File: src/rtl/sal_pkg.sv
// sal_pkg: shared widths, bank FSM states and bank-controller/scheduler handshake types.
package sal_pkg;
    localparam int DRAM_BA_WIDTH = 3;
    localparam int DRAM_RA_WIDTH = 14;
    localparam int DRAM_CA_WIDTH = 10;
    localparam int AXI_ID_WIDTH  = 4;
    localparam int AXI_LEN_WIDTH = 8;
    localparam int T_RCD_WIDTH   = 4;
    localparam int T_RAS_WIDTH   = 6;
    localparam int T_RTP_WIDTH   = 4;
    localparam int T_WR_WIDTH    = 6;
    localparam int T_RP_WIDTH    = 4;
    localparam int T_RFC_WIDTH   = 8;

    typedef enum logic [2:0] {CLOSED, ACTIVATING, OPEN, PRECHARGING, REFRESHING} bk_state_e;

    typedef struct packed {
        logic                     act_req;
        logic                     rd_req;
        logic                     wr_req;
        logic                     pre_req;
        logic                     ref_req;
        logic [DRAM_BA_WIDTH-1:0] ba;
        logic [DRAM_RA_WIDTH-1:0] ra;
        logic [DRAM_CA_WIDTH-1:0] ca;
        logic [AXI_ID_WIDTH-1:0]  id;
        logic [AXI_LEN_WIDTH-1:0] len;
    } bk_req_t;

    typedef struct packed {
        logic act_gnt;
        logic rd_gnt;
        logic wr_gnt;
        logic pre_gnt;
        logic ref_gnt;
    } bk_gnt_t;
endpackage

File: src/rtl/sal_timing_if.sv
// TIMING_IF: per-channel DRAM timing parameters, each stored as cycles minus one.
interface TIMING_IF;
    import sal_pkg::*;
    logic [T_RCD_WIDTH-1:0] t_rcd_m1;
    logic [T_RAS_WIDTH-1:0] t_ras_m1;
    logic [T_RTP_WIDTH-1:0] t_rtp_m1;
    logic [T_WR_WIDTH-1:0]  t_wr_m1;
    logic [T_RP_WIDTH-1:0]  t_rp_m1;
    logic [T_RFC_WIDTH-1:0] t_rfc_m1;
    modport MON(input t_rcd_m1, t_ras_m1, t_rtp_m1, t_wr_m1, t_rp_m1, t_rfc_m1);
endinterface

File: src/rtl/sal_dn_cnt.sv
// sal_dn_cnt: loadable down-counter that saturates at zero.
module sal_dn_cnt #(
    parameter int W = 4
) (
    input  logic         clk,
    input  logic         rst_n,
    input  logic         ld,
    input  logic [W-1:0] val,
    output logic         is_zero
);
    logic [W-1:0] cnt_q;

    always_ff @(posedge clk or negedge rst_n) begin
        if (!rst_n)
            cnt_q <= '0;
        else if (ld)
            cnt_q <= val;
        else if (cnt_q != '0)
            cnt_q <= cnt_q - 1'b1;
    end

    assign is_zero = cnt_q == '0;
endmodule

File: src/rtl/sal_bk_ctrl.sv
// sal_bk_ctrl: per-bank DRAM controller raising one act/rd/wr/pre/ref request toward the scheduler.
module sal_bk_ctrl
    import sal_pkg::*;
#(
    parameter int BK_ID = 0
) (
    input  logic                     clk,
    input  logic                     rst_n,
    TIMING_IF.MON                    timing_if,
    input  logic                     cmd_valid,
    output logic                     cmd_ready,
    input  logic                     cmd_wr,
    input  logic [DRAM_RA_WIDTH-1:0] cmd_ra,
    input  logic [DRAM_CA_WIDTH-1:0] cmd_ca,
    input  logic [AXI_ID_WIDTH-1:0]  cmd_id,
    input  logic [AXI_LEN_WIDTH-1:0] cmd_len,
    input  logic                     ref_req_i,
    output logic                     ref_done_o,
    output bk_req_t                  bk_req,
    input  bk_gnt_t                  bk_gnt
);
    bk_state_e                state_q, state_d, st;
    logic                     pend_q, pend_wr_q;
    logic [DRAM_RA_WIDTH-1:0] pend_ra_q, open_row_q;
    logic [DRAM_CA_WIDTH-1:0] pend_ca_q;
    logic [AXI_ID_WIDTH-1:0]  pend_id_q;
    logic [AXI_LEN_WIDTH-1:0] pend_len_q;
    logic                     rcd_z, ras_z, rtp_z, wr_z, rp_z, rfc_z;
    logic                     ref_pend, hit, want_pre;
    bk_gnt_t                  g;

    // A wait state whose timer has expired behaves as its successor this cycle,
    // so the follow-on request appears exactly tRCD/tRP/tRFC cycles after the grant.
    assign ref_done_o = state_q == REFRESHING && rfc_z;
    assign st = (state_q == ACTIVATING && rcd_z) ? OPEN :
                ((state_q == PRECHARGING && rp_z) || ref_done_o) ? CLOSED : state_q;
    assign ref_pend  = ref_req_i & ~ref_done_o;
    assign hit       = pend_q && pend_ra_q == open_row_q;
    assign want_pre  = st == OPEN && (ref_pend || (pend_q && !hit)) && ras_z && rtp_z && wr_z;
    assign cmd_ready = ~pend_q;

    always_comb begin
        bk_req         = '0;
        bk_req.ba      = DRAM_BA_WIDTH'(BK_ID);
        bk_req.ra      = want_pre ? open_row_q : pend_ra_q;
        bk_req.ca      = pend_ca_q;
        bk_req.id      = pend_id_q;
        bk_req.len     = pend_len_q;
        bk_req.ref_req = st == CLOSED && ref_pend;
        bk_req.act_req = st == CLOSED && !ref_pend && pend_q;
        bk_req.rd_req  = st == OPEN && !ref_pend && hit && !pend_wr_q;
        bk_req.wr_req  = st == OPEN && !ref_pend && hit && pend_wr_q;
        bk_req.pre_req = want_pre;
    end

    assign g = bk_gnt & {bk_req.act_req, bk_req.rd_req, bk_req.wr_req, bk_req.pre_req, bk_req.ref_req};

    always_comb begin
        state_d = st;
        state_d = g.ref_gnt ? REFRESHING :
                  g.act_gnt ? ACTIVATING :
                  g.pre_gnt ? PRECHARGING : st;
    end

    always_ff @(posedge clk or negedge rst_n) begin
        if (!rst_n) begin
            state_q    <= CLOSED;
            pend_q     <= 1'b0;
            pend_wr_q  <= 1'b0;
            pend_ra_q  <= '0;
            pend_ca_q  <= '0;
            pend_id_q  <= '0;
            pend_len_q <= '0;
            open_row_q <= '0;
        end else begin
            state_q <= state_d;
            if (cmd_valid && cmd_ready) begin
                pend_q     <= 1'b1;
                pend_wr_q  <= cmd_wr;
                pend_ra_q  <= cmd_ra;
                pend_ca_q  <= cmd_ca;
                pend_id_q  <= cmd_id;
                pend_len_q <= cmd_len;
            end else if (g.rd_gnt || g.wr_gnt) begin
                pend_q <= 1'b0;
            end
            if (g.act_gnt)
                open_row_q <= pend_ra_q;
        end
    end

    sal_dn_cnt #(.W(T_RCD_WIDTH)) u_rcd (.clk, .rst_n, .ld(g.act_gnt), .val(timing_if.t_rcd_m1), .is_zero(rcd_z));
    sal_dn_cnt #(.W(T_RAS_WIDTH)) u_ras (.clk, .rst_n, .ld(g.act_gnt), .val(timing_if.t_ras_m1), .is_zero(ras_z));
    sal_dn_cnt #(.W(T_RTP_WIDTH)) u_rtp (.clk, .rst_n, .ld(g.rd_gnt),  .val(timing_if.t_rtp_m1), .is_zero(rtp_z));
    sal_dn_cnt #(.W(T_WR_WIDTH))  u_wr  (.clk, .rst_n, .ld(g.wr_gnt),  .val(timing_if.t_wr_m1),  .is_zero(wr_z));
    sal_dn_cnt #(.W(T_RP_WIDTH))  u_rp  (.clk, .rst_n, .ld(g.pre_gnt), .val(timing_if.t_rp_m1),  .is_zero(rp_z));
    sal_dn_cnt #(.W(T_RFC_WIDTH)) u_rfc (.clk, .rst_n, .ld(g.ref_gnt), .val(timing_if.t_rfc_m1), .is_zero(rfc_z));
endmodule

File: src/flat_wrapper.sv
// flat-port wrapper written by rule: the top's interface ports become plain ports
module sal_bk_ctrl_flat import sal_pkg::*;
#(
    parameter int BK_ID = 0
)
  (clk, rst_n, cmd_valid, cmd_ready, cmd_wr, cmd_ra, cmd_ca, cmd_id, cmd_len, ref_req_i, ref_done_o, bk_req, bk_gnt, timing_if_t_rcd_m1, timing_if_t_ras_m1, timing_if_t_rtp_m1, timing_if_t_wr_m1, timing_if_t_rp_m1, timing_if_t_rfc_m1);
  TIMING_IF timing_if_i ();
  input  logic clk;
  input  logic rst_n;
  input  logic cmd_valid;
  output logic cmd_ready;
  input  logic cmd_wr;
  input  logic [DRAM_RA_WIDTH-1:0] cmd_ra;
  input  logic [DRAM_CA_WIDTH-1:0] cmd_ca;
  input  logic [AXI_ID_WIDTH-1:0] cmd_id;
  input  logic [AXI_LEN_WIDTH-1:0] cmd_len;
  input  logic ref_req_i;
  output logic ref_done_o;
  output bk_req_t bk_req;
  input  bk_gnt_t bk_gnt;
  input wire logic [$bits(timing_if_i.t_rcd_m1)-1:0] timing_if_t_rcd_m1;
  input wire logic [$bits(timing_if_i.t_ras_m1)-1:0] timing_if_t_ras_m1;
  input wire logic [$bits(timing_if_i.t_rtp_m1)-1:0] timing_if_t_rtp_m1;
  input wire logic [$bits(timing_if_i.t_wr_m1)-1:0] timing_if_t_wr_m1;
  input wire logic [$bits(timing_if_i.t_rp_m1)-1:0] timing_if_t_rp_m1;
  input wire logic [$bits(timing_if_i.t_rfc_m1)-1:0] timing_if_t_rfc_m1;
  assign timing_if_i.t_rcd_m1 = timing_if_t_rcd_m1;
  assign timing_if_i.t_ras_m1 = timing_if_t_ras_m1;
  assign timing_if_i.t_rtp_m1 = timing_if_t_rtp_m1;
  assign timing_if_i.t_wr_m1 = timing_if_t_wr_m1;
  assign timing_if_i.t_rp_m1 = timing_if_t_rp_m1;
  assign timing_if_i.t_rfc_m1 = timing_if_t_rfc_m1;
  sal_bk_ctrl #(.BK_ID(BK_ID)) u_core (.clk(clk), .rst_n(rst_n), .timing_if(timing_if_i), .cmd_valid(cmd_valid), .cmd_ready(cmd_ready), .cmd_wr(cmd_wr), .cmd_ra(cmd_ra), .cmd_ca(cmd_ca), .cmd_id(cmd_id), .cmd_len(cmd_len), .ref_req_i(ref_req_i), .ref_done_o(ref_done_o), .bk_req(bk_req), .bk_gnt(bk_gnt));
endmodule
File: config.mk
export PLATFORM = sky130hd
export DESIGN_NAME = sal_bk_ctrl_flat
export DESIGN_NICKNAME = d
export VERILOG_FILES = /design/src/rtl/sal_pkg.sv /design/src/rtl/sal_timing_if.sv /design/src/rtl/sal_dn_cnt.sv /design/src/rtl/sal_bk_ctrl.sv /design/src/flat_wrapper.sv
export SDC_FILE = /design/constraint.sdc
export NUM_CORES = 1
export LEC_CHECK = 0
export ABC_AREA = 1
export CORE_MARGIN = 1.5
export CORE_UTILIZATION = 52
export CTS_CLUSTER_SIZE = 16
export DETAILED_ROUTE_END_ITERATION = 8
export PLACE_DENSITY = 0.91
export SLEW_MARGIN = 20
export SYNTH_ARGS = -nofsm -noshare
export SYNTH_HDL_FRONTEND = slang
export SYNTH_SLANG_ARGS = --single-unit
File: constraint.sdc
create_clock -name clk -period 3.7 [get_ports clk]
set_input_delay 0.74 -clock clk [delete_from_list [all_inputs] [get_ports clk]]
set_output_delay 0.74 -clock clk [all_outputs]
set_load 0.03 [all_outputs]
### Yosys cells after proc, flatten, opt, wreduce, memory -nomap -nowiden

Index checks and enable logic that the tools add are counted.

| storage, ports and cells | value |
|---|---|
| bits in registers | 87 |
| input port bits | 78 |
| output and inout port bits | 46 |
| logic and storage cells | 92 |

| operators by class | value |
|---|---|
| add/sub/neg operators | 6 |
| eq/ne operators | 5 |
| muxes and demuxes | 20 |
| bitwise gates (word level) | 4 |
| reduce and logical (&&, ||, !) cells | 43 |

Operators by type and width:

| cell | count |
|---|---|
| two-way mux 4 bit | 6 |
| two-way mux 6 bit | 4 |
| logical AND 1 bit | 17 |
| two-way mux 8 bit | 2 |
| two-way mux 3 bit | 5 |
| == test 14 bit | 1 |
| two-way mux 14 bit | 1 |
| nonzero test 2 bit | 7 |
| zero test 4 bit | 3 |
| zero test 6 bit | 2 |
| nonzero test 4 bit | 3 |
| nonzero test 6 bit | 2 |
| subtractor 4 x 1 -> 4 bit, second input constant | 3 |
| subtractor 6 x 1 -> 6 bit, second input constant | 2 |
| zero test 8 bit | 1 |
| nonzero test 8 bit | 1 |
| subtractor 8 x 1 -> 8 bit, second input constant | 1 |
| == test 3 x 2 -> 1 bit, second input constant | 2 |
| AND 5 bit | 1 |
| == test 3 x 1 -> 1 bit, second input constant | 1 |
| == test 3 bit, second input constant | 1 |
| zero test 1 bit | 3 |
| zero test 3 bit | 1 |
| logical OR 1 bit | 3 |
| other kinds (3) | 5 |

### Depth between registers and ports, before layout

| logic depth | value |
|---|---|
| depth in word-level cells | 14 |
| mapped depth | 15 |
| gate-level depth less buffers | 15 |

### Cells and area by module

Synthesis repeated with hierarchy kept, for this count alone.

| second synthesis, totals | value |
|---|---|
| cells, all modules | 594 |
| area total of the unflattened synthesis | 4778.3 um^2 |

By module, submodules not included:

| module | instances | cells each | area an instance (um^2) | seq. area each (um^2) |
|---|---|---|---|---|
| sal_bk_ctrl | 1 | 311 | 2711.4 | 1376.3 |
| sal_dn_cnt (u_core.u_ras ...) | 2 | 55 | 412.9 | 150.1 |
| sal_dn_cnt (u_core.u_rcd ...) | 3 | 34 | 242.7 | 100.1 |
| sal_dn_cnt (u_core.u_rfc) | 1 | 71 | 513.0 | 200.2 |

### Least setup slack after synthesis

Ideal clock, no wire load.

| timing | value |
|---|---|
| kind | register to output |
| start | reg u_core.u_rp.cnt_q[0] |
| end | out bk_req[26] in the netlist's numbering |
| arrival time | 2.104 ns |
| data required time | 2.960 ns |
| path slack | 0.856 ns |
| cell stages (with the launch flop) | 12 |
| buffers on the path | 1 |
| cells stage by stage | dfrtp_1 inv_1 ha_1 nand2_1 nor2_1 nand3_1 nand3_2 nand2_4 nor2_8 nand3_2 buf_2 o21ai_1 |

RTL lines:

| element | line | RTL |
|---|---|---|
| start: declaration | sal_dn_cnt.sv:11 | `logic [W-1:0] cnt_q;` |
| start signal: assignment | sal_dn_cnt.sv:17 | `cnt_q <= val;` |
| start signal: assignment | sal_dn_cnt.sv:19 | `cnt_q <= cnt_q - 1'b1;` |
| end: declaration | flat_wrapper.sv:19 | `output bk_req_t bk_req;` |

==> metrics.md <==
| Metric | Value |
|---|---|
| Status | `finished, final reports clean` |
| Worst reg2reg path depth | `12` |
| Slew margin rel. | `0.302` |
| Slew Viols, Final | `0` |
| Core region area | `8340 um^2` |
| Min cycle time layout | `3.50 ns` |
| Post-CTS Setup Bufs | `0` |
| Worst-Margin Slew | `around 1.0 ns` |
| Syn Std Cell Area | `about 4600 um^2` |
| Yosys cell types | `34` |
| Antenna Cells | `0` |
| Critical Path Fanout Max | `6` |
| Num CTS Buffers | `9` |
| Vias/cell | `5.09` |
| Final Hold Fails | `0` |
| Layout area overhead | `31.9%` |
| Final setup fails | `0` |
| Initial antenna violation count | `0` |
| Skew-Pair Late Insertion Delay | `0.37 ns` |
| Post-Layout Cell Count | `771` |
| Initial Util | `0.547` |
| Post-detail-place hpwl | `7.91 mm` |
| First-pass iteration count of the detailed router | `6` |
| Post-synthesis sequential element count | `87` |
| RSZ-0062 raised after global routing | `no` |
| Count leader, synth | `nand2_1` |
| Achievable Freq | `about 0.29 GHz` |
| GP Congestion | `0.812` |
| Setup Crit Path Kind | `flip-flop to output pin` |
| Warnings, synthesis | `0` |
| Die Ht | `96.6 um` |
| FFs w/ async S/R, synth | `1.00` |
| DRT iter0 DRCs | `~130` |
| Arrival @ worst endpoint | `2.76 ns` |
| Mean Syn Cell Area | `8.39 um^2` |
| Net count, final | `749` |
| Worst r2r src | `u_core.u_rfc.cnt_q[0]` |
| Overflow after GRT | `0` |
| Worst hold path type | `input pin to async pin` |
| Vias | `roughly 4k` |
| Max Buffers Root-to-Sink | `2` |
| Max H-tree Level | `3` |
| Post-synth top cells | `nand2_1 (137), dfrtp_1 (87), inv_1 (65)` |
| Layout cells sized above 1 | `0.114` |
| Crit. Startpoint | `u_core.u_rfc.cnt_q[0]` |
| Share of the synthesized area in the top cell type | `0.478` |
| Top cell type by total area after synthesis | `dfrtp_1` |
| Clk slew on worst S/H paths | `0.11 ns` |
| CTS tree | `done` |
| RR Endpoint | `u_core.open_row_q[7]` |
| Site Rows | `33` |
| Type of destination of the critical path | `output pin` |
| Placed cells | `755` |
| Crit path to | `bk_req[40]` |
| Critical Path RT | `2.96 ns` |
| MaxCap Viol Count | `0` |
| EDFF count, synth | `0` |
| Max IR drop VDD | `0.000373 V` |
| Io pins | `124` |
| Largest net degree at the start of global routing | `88` |
| R2R setup slack | `1.06 ns` |
| Leak | `approximately 3.0 nW` |
| Root buffer cell | `clkbuf_8` |
| Vias in the first global route | `4204` |
| Die span in x | `96.6 um` |
| Ys flop type | `dfrtp_1` |
| Register area share after synthesis | `0.478` |
| Post-route DRC | `0` |
| Fillers | `around 630` |
| Die area | `9340 um^2` |
| DR WL/cell | `14.0 um` |
| Power per Cell Area | `473 nW/um^2` |
| Routed Antenna Nets | `0` |
| Number of clock sinks | `87` |
| PortBufs | `120` |
| Top cells by area, synth | `dfrtp_1 (48%), nand2_1 (11%), mux2_2 (5.4%)` |
| CP startpoint kind | `flip-flop` |
| Clock skew | `0.0213 ns` |
| Setup TNS | `0 ns` |
| First-pass GRT wire length | `around 19 mm` |
| Synth Instances | `between 500 and 600` |
| Period utilization | `0.946` |
| DRT Wirelength | `~11 mm` |
| Total track usage | `0.244` |
==> worst max-delay path, stage by stage (launching register included) <==
cell	delay (ns)
dfrtp_1	0.40
inv_1	0.13
ha_1	0.17
nand2_1	0.08
nor2_4	0.18
nand2_2	0.12
nand2_1	0.15
nand2_4	0.10
nor2_8	0.15
nand3_2	0.16
inv_1	0.09
clkdlybuf4s50_1	0.67
==> repair_timing <==
item                                   CTS  global route
setup endpoints to repair                1             4
hold buffers                             0             0
endpoints found under the hold margin    0             0
gates resized for setup                  1             4
==> registers in the layout, summed over array words and instances, names as in the netlist, 3 cells and up <==
register	count
u_core.pend_id_q	4
u_core.u_rp.cnt_q	4
u_core.u_rfc.cnt_q	8
u_core.u_rtp.cnt_q	4
u_core.open_row_q	14
u_core.u_rcd.cnt_q	4
u_core.u_ras.cnt_q	6
u_core.state_q	3
u_core.pend_ca_q	10
u_core.pend_ra_q	14
u_core.u_wr.cnt_q	6
u_core.pend_len_q	8
==> per-layer routing <==
| metal | GRT usage | up-vias | wire length (um) |
|---|---|---|---|
| li1 | - | 1949 | - |
| met1 | 0.281 | 1822 | 4370 |
| met2 | 0.403 | 132 | 5250 |
| met3 | 0.106 | 20 | 925 |
| met4 | 0.0903 | 0 | 209 |
| met5 | 0 | - | 0 |
==> final cells by class <==
class	count	area, um^2	area share
inverter	68	256	0.0427
sequential	87	2180	0.362
multi-input combinational	373	2040	0.340
timing repair buffer	122	1200	0.199
tap	105	131	0.0219
clock buffer	9	124	0.0206
clock inverter	7	83.8	0.0139
==> worst min-delay path by stage <==
stage | from | to | slack (ns) | depth (start not counted)
CTS | u_core.pend_len_q[2] | u_core.pend_len_q[2] | 0.52 | 1
finish | rst_n | u_core.pend_ra_q[3] | 0.45 | 1
global route | rst_n | u_core.pend_ra_q[3] | 0.49 | 1
floorplan | rst_n | u_core.open_row_q[0] | 0.44 | 0
detailed placement | u_core.pend_ca_q[5] | u_core.pend_ca_q[5] | 0.49 | 1
global placement | u_core.pend_ca_q[8] | u_core.pend_ca_q[8] | 0.49 | 1
==> per-stage QoR <==
step / instance area, um^2 / hold WS, ns / setup WS, ns / utilization / total power, mW
4_1_cts: 6000 / 0.515 / 0.0786 / 0.719 / 2.87
3_3_place_gp: 5790 / 0.487 / 0.446 / 0.694 / 2.13
3_5_place_dp: 5790 / 0.495 / 0.397 / 0.694 / 2.17
2_1_floorplan: 4570 / 0.444 / 0.856 / - / 1.72
5_1_grt: 6010 / 0.492 / 0.0163 / 0.721 / 2.99
6_report: 6010 / 0.446 / 0.200 / 0.721 / 2.85
==> where the power goes <==
part | internal, mW | switching [mW] | total (mW) | leakage (nW)
registers | 1.09 | 0.0955 | 1.19 | 1.08
logic | 0.422 | 0.538 | 0.960 | 1.81
clock network | 0.326 | 0.371 | 0.698 | 0.103
total | 1.84 | 1.00 | 2.85 | 3.00
==> cell families after synthesis <==
group | after synthesis | share of synthesized area
xor+xnor | 24 | 0.0461
other cells | 1 | 0.000823
fa+ha+maj | 10 | 0.0274
compound gates | 65 | 0.0722
flops | 87 | 0.478
mux | 22 | 0.0544
buf+inv | 85 | 0.0771
simple gates | 249 | 0.244
==> placed cells by master (no fill, tap or decap), types with 20 or more instances in the layout <==
cell             Yosys  final
nor2_1              49     48
dfrtp_1             87     87
mux2_2              22     22
nand2_1            137    136
clkdlybuf4s50_1      0    103
a21oi_1             20     20
inv_1               65     65
o21ai_1             28     28
nand3_1             29     29
Power figures use the tool's default switching activity.
